==> config.mk <==
export PLATFORM = sky130hd
export DESIGN_NAME = dkong_obj_linebuf
export DESIGN_NICKNAME = d
export VERILOG_FILES = /design/src/rtl/dkong_obj_linebuf.sv
export SDC_FILE = /design/constraint.sdc
export NUM_CORES = 2
export LEC_CHECK = 0
export BUFFER_PORTS_ARGS = -buffer_cell sky130_fd_sc_hd__buf_2
export CORE_AREA = 5 5 610 612
export DETAILED_ROUTE_END_ITERATION = 10
export DIE_AREA = 0 0 615 617
export PLACE_DENSITY_LB_ADDON = 0.12
export SYNTH_ARGS = -nofsm -noshare
export SYNTH_HDL_FRONTEND = slang
export SYNTH_SLANG_ARGS = --single-unit
==> constraint.sdc <==
create_clock -name CLK_6M -period 6 [get_ports CLK_6M]
set_clock_uncertainty 0.1 [all_clocks]
set_input_delay 0 -clock CLK_6M [delete_from_list [all_inputs] [get_ports CLK_6M]]
set_output_delay 0 -clock CLK_6M [all_outputs]
set_load 0.02 [all_outputs]
==> src/rtl/dkong_obj_linebuf.sv <==
// dkong_obj_linebuf: double-banked 256x6 object line buffer, clear-after-read.
// Macro OBJ_PRIORITY_LAST_EN: last opaque write wins, one pixel per cycle.
module dkong_obj_linebuf (
  input  logic       CLK_6M,
  input  logic       W_1EF_RST,
  input  logic       I_LSTART,
  input  logic       I_WR_VALID,
  output logic       O_WR_READY,
  input  logic [7:0] I_WR_X,
  input  logic [5:0] I_WR_PIX,
  input  logic       I_RD_EN,
  input  logic [7:0] I_RD_X,
  output logic [5:0] O_OBJ_D,
  output logic [8:0] O_WR_CNT
);

  typedef enum logic {W_IDLE, W_CHK} wst_e;

  wst_e       st_q, st_d;
  logic       bank_sel_q, bank_sel_d;
  logic [1:0] lcnt_q, lcnt_d;
  logic [8:0] cnt_q, cnt_d;
  logic [5:0] obj_q, obj_d;

  logic [5:0] mem0 [256];
  logic [5:0] mem1 [256];

  logic       wr_en;
  logic [7:0] wr_addr;
  logic [5:0] wr_data;
  logic [5:0] rd_cur;
  logic       valid;

`ifndef OBJ_PRIORITY_LAST_EN
  logic [7:0] wx_q, wx_d;
  logic [5:0] wp_q, wp_d;
  logic [1:0] old_lo;

  assign old_lo = bank_sel_q ? mem1[wx_q][1:0]
                             : mem0[wx_q][1:0];
`endif

  assign rd_cur = bank_sel_q ? mem0[I_RD_X]
                             : mem1[I_RD_X];
  // RAM is not reset; stay dark until both banks saw a read pass
  assign valid  = (lcnt_q == 2'd2);

  always_comb begin
    st_d       = st_q;
    O_WR_READY = 1'b1;
    wr_en      = 1'b0;
    wr_addr    = I_WR_X;
    wr_data    = I_WR_PIX;
`ifdef OBJ_PRIORITY_LAST_EN
    unique case (st_q)
      W_IDLE: st_d = W_IDLE;
      W_CHK:  st_d = W_IDLE;
      default: st_d = W_IDLE;
    endcase
    wr_en = I_WR_VALID && (I_WR_PIX[1:0] != 2'b00);
`else
    wx_d    = wx_q;
    wp_d    = wp_q;
    wr_addr = wx_q;
    wr_data = wp_q;
    unique case (st_q)
      W_IDLE: begin
        if (I_WR_VALID) begin
          wx_d = I_WR_X;
          wp_d = I_WR_PIX;
          st_d = W_CHK;
        end
      end
      W_CHK: begin
        O_WR_READY = 1'b0;
        st_d       = W_IDLE;
        wr_en      = !I_LSTART
                  && (wp_q[1:0] != 2'b00)
                  && (old_lo == 2'b00);
      end
      default: st_d = W_IDLE;
    endcase
`endif
  end

  always_comb begin
    bank_sel_d = bank_sel_q ^ I_LSTART;
    lcnt_d     = lcnt_q;
    if (I_LSTART && !valid)
      lcnt_d = lcnt_q + 2'd1;
    cnt_d = cnt_q;
    if (I_LSTART)
      cnt_d = 9'd0;
    else if (wr_en && (cnt_q != 9'd511))
      cnt_d = cnt_q + 9'd1;
    obj_d = 6'd0;
    if (I_RD_EN && valid)
      obj_d = rd_cur;
  end

  always_ff @(posedge CLK_6M or negedge W_1EF_RST) begin
    if (!W_1EF_RST) begin
      st_q       <= W_IDLE;
      bank_sel_q <= 1'b0;
      lcnt_q     <= 2'd0;
      cnt_q      <= 9'd0;
      obj_q      <= 6'd0;
`ifndef OBJ_PRIORITY_LAST_EN
      wx_q       <= 8'd0;
      wp_q       <= 6'd0;
`endif
    end else begin
      st_q       <= st_d;
      bank_sel_q <= bank_sel_d;
      lcnt_q     <= lcnt_d;
      cnt_q      <= cnt_d;
      obj_q      <= obj_d;
`ifndef OBJ_PRIORITY_LAST_EN
      wx_q       <= wx_d;
      wp_q       <= wp_d;
`endif
    end
  end

  // Write bank and read bank are always distinct, so no port conflict
  always_ff @(posedge CLK_6M) begin
    if (W_1EF_RST) begin
      if (wr_en && !bank_sel_q)
        mem0[wr_addr] <= wr_data;
      if (I_RD_EN && bank_sel_q)
        mem0[I_RD_X] <= 6'd0;
      if (wr_en && bank_sel_q)
        mem1[wr_addr] <= wr_data;
      if (I_RD_EN && !bank_sel_q)
        mem1[I_RD_X] <= 6'd0;
    end
  end

  assign O_OBJ_D  = obj_q;
  assign O_WR_CNT = cnt_q;

endmodule

==> flow_metrics.tcl <==
set metrics [dict create \
    status "completed" \
    clk_pin_slew_worst_paths_ns 0.06 \
    grt_usage_pct 20.0 \
    fp.dieW_um 615 \
    clk_path_buf_depth 4 \
    die_h_um 617 \
    netlist_area_um2 127000 \
    grt_max_degree 151 \
    preCtsSetupSlack_ns 0.521 \
    viasPerCell 5.63 \
    fin_crit_sh_pct 92.4 \
    synth_edf_count 3072 \
    fin_ws_ns 0.459 \
    setup_viol 0 \
    rsz0062_at_grt "false" \
    crit_fanout 64 \
    wirelength_mm 388 \
    p_leak_nw 44.1 \
    globalplace.congestion 0.828 \
    synth_ff_type "edfxtp_1" \
    dr.pass1.iters 6 \
    slew-limit-headroom_pct 9.01 \
    synth_top_area_share_pct 72.4 \
    ys_seq_area_share_pct 73.1 \
    async_reset_ff_share_pct 1.06 \
    drv_cap 0 \
    ir_drop_mv 0.253 \
    ys_warn_count 0 \
    cts_tree "yes" \
    required_ns 6.42 \
    cp.arrival_ns 5.96 \
    grt_remaining_overflow 0 \
    synth.net_count 6352 \
    cp-start-kind "register" \
    insertion_delay_ns 0.91 \
    synth.distinct_cells 75 \
    synth_area_per_cell_um2 20.1 \
    dp_hpwl_mm 250 \
    whs_ns 0.115 \
    rows 223 \
    layout-drive-gt1-share_pct 27.3 \
    synth_area_leaders "edfxtp_1, mux4_2, nor2_1" \
    nets 6588 \
    crit_type "register to register" \
    initial_core_util_pct 34.7 \
    drt_iter0_markers 6506 \
    final_antenna_net_count 0 \
    htreeDepth 5 \
    powerDensity_nw_per_um2 352 \
    maxClockFrequency_mhz 180 \
    fillCellCount 32519 \
    synth_top_area_cell "edfxtp_1" \
    cts-buffers-inserted 338 \
    dieArea_um2 379000 \
    period_needed_ns 5.54 \
    io_buffers 42 \
    first_global_vias 68272 \
    io_pins 43 \
    hold_path.class "primary input to register" \
    synthMostInstantiatedCell "edfxtp_1" \
    synth_commonest_cells "edfxtp_1, mux4_2, nor2_1" \
    tightest_slew_ns 1.35 \
    critPathCaptureType "register" \
    cts-root-buf "clkbuf_16" \
    grt_pass1_wl_mm 545 \
    drc 0 \
    antenna_found_initial 16 \
    cts.sinks 3105 \
    yosys_register_bits 3105 \
    slew_violations 0 \
    tns_ns 0 \
    core_um2 367000 \
    ctsResizeCount 0 \
    vias 65749 \
    hold_viol 0 \
    syn_inst 6322 \
    area_growth_pct 14.5 \
    wl_per_cell_um 33.2 \
]
## flip-flops by register name, summed over array words and instances, names as in the netlist
register and cells:
bank_sel_q 1, O_OBJ_D 6, wr_addr 8, wp_q 6, mem1 1536, O_WR_CNT 9, lcnt_q 2, st_q 1
mem0 1536
## path summary, 6_finish.rpt
path | startpoint | endpoint | slack, ns | cells past startpoint
worst max-delay path | wr_addr[2]$_DFFE_PN0P_ | mem1[33][5]$_DFFE_PP_ | 0.46 | 12
worst min-delay path | I_WR_X[2] | wr_addr[2]$_DFFE_PN0P_ | 0.11 | 4
worst max register to register | wr_addr[2]$_DFFE_PN0P_ | mem1[33][5]$_DFFE_PP_ | 0.46 | 12
worst min register to register | lcnt_q[0]$_DFFE_PN0P_ | lcnt_q[0]$_DFFE_PN0P_ | 0.38 | 1
max in group asynchronous | W_1EF_RST | wr_addr[1]$_DFFE_PN0P_ | 4.71 | 4
min in group asynchronous | W_1EF_RST | lcnt_q[0]$_DFFE_PN0P_ | 0.51 | 4
## timing repair
| item | 4_1_cts | 5_1_grt |
|---|---|---|
| endpoints found under the hold margin | 66 | 0 |
| endpoints found under the setup margin | 0 | 0 |
| setup buffers | 0 | 0 |
| hold buffers | 53 | 0 |
## where the power goes
group	switching, mW	internal (mW)	total (mW)
logic	4.03	1.42	5.45
registers	0.0632	25.0	25.1
clock network	8.78	12.1	20.8
total	12.9	38.5	51.4
## routing by layer
layer	track usage, %	up-vias	share of wire [%]
li1	-	26831	-
met5	0	-	0
met3	3.07	563	5.9
met4	5.97	0	3.2
met2	33.0	2405	49
met1	27.6	35950	42
## worst max-delay path, cell delays in order, from the launching register on
cell	delay [ns]
dfrtp_4	0.60
nand2b_1	0.72
buf_12	0.22
a211oi_1	0.05
a31oi_1	0.27
a21oi_1	0.11
o311ai_0	0.65
buf_4	0.22
a31oi_1	0.37
nor4_4	0.65
a22oi_4	0.11
buf_12	0.19
nor2_1	0.65
## logic make-up (layout without fill, tap and decap cells)
family	Yosys count	after routing	synth area share (%)
other	0	14	0
AO/OA/AOI/OAI	373	373	2.00
flip-flops	3105	3105	73.1
multiplexers	1099	1099	19.1
AND/OR/NAND/NOR	1338	1338	4.35
adder cells (fa/ha/maj)	3	3	0.0295
XOR/XNOR	2	2	0.0138
buffers and inverters	402	915	1.44
## placed cells by master (no fill, tap or decap), types with 27 or more instances in the layout
cell           count
edfxtp_1        3072
mux4_2          1057
nor2_1           869
clkbuf_16        345
nand2_1          179
nor3_1           179
buf_4            139
a21oi_1          112
a211oi_1          70
clkinv_2          62
clkinv_1          61
buf_12            54
dlygate4sd3_1     53
clkbuf_1          51
o21ai_0           41
buf_2             36
bufinv_16         33
dfrtp_1           27
## area by class of cell
class,count,area (µm²),area share [%]
tap,4837,6050,4.15
multi-input combinational,2815,32600,22.4
timing repair buffer,285,2880,1.98
inverter,13,58.8,0.0403
clock inverter,217,2160,1.48
sequential,3105,93100,63.9
clock buffer,400,8880,6.09
antenna,14,35.0,0.0240
## per-stage QoR
stage	total power, mW	area, µm²	std cells	util, %
after floorplan	28.4	127000	6322	-
after global placement	31.1	134000	11002	36.6
after detailed placement	31.1	134000	11002	36.6
after CTS	51.9	146000	11672	39.7
after global routing	53.0	146000	11679	39.7
final	51.4	146000	11686	39.7
(Power assumes the default switching activity.)
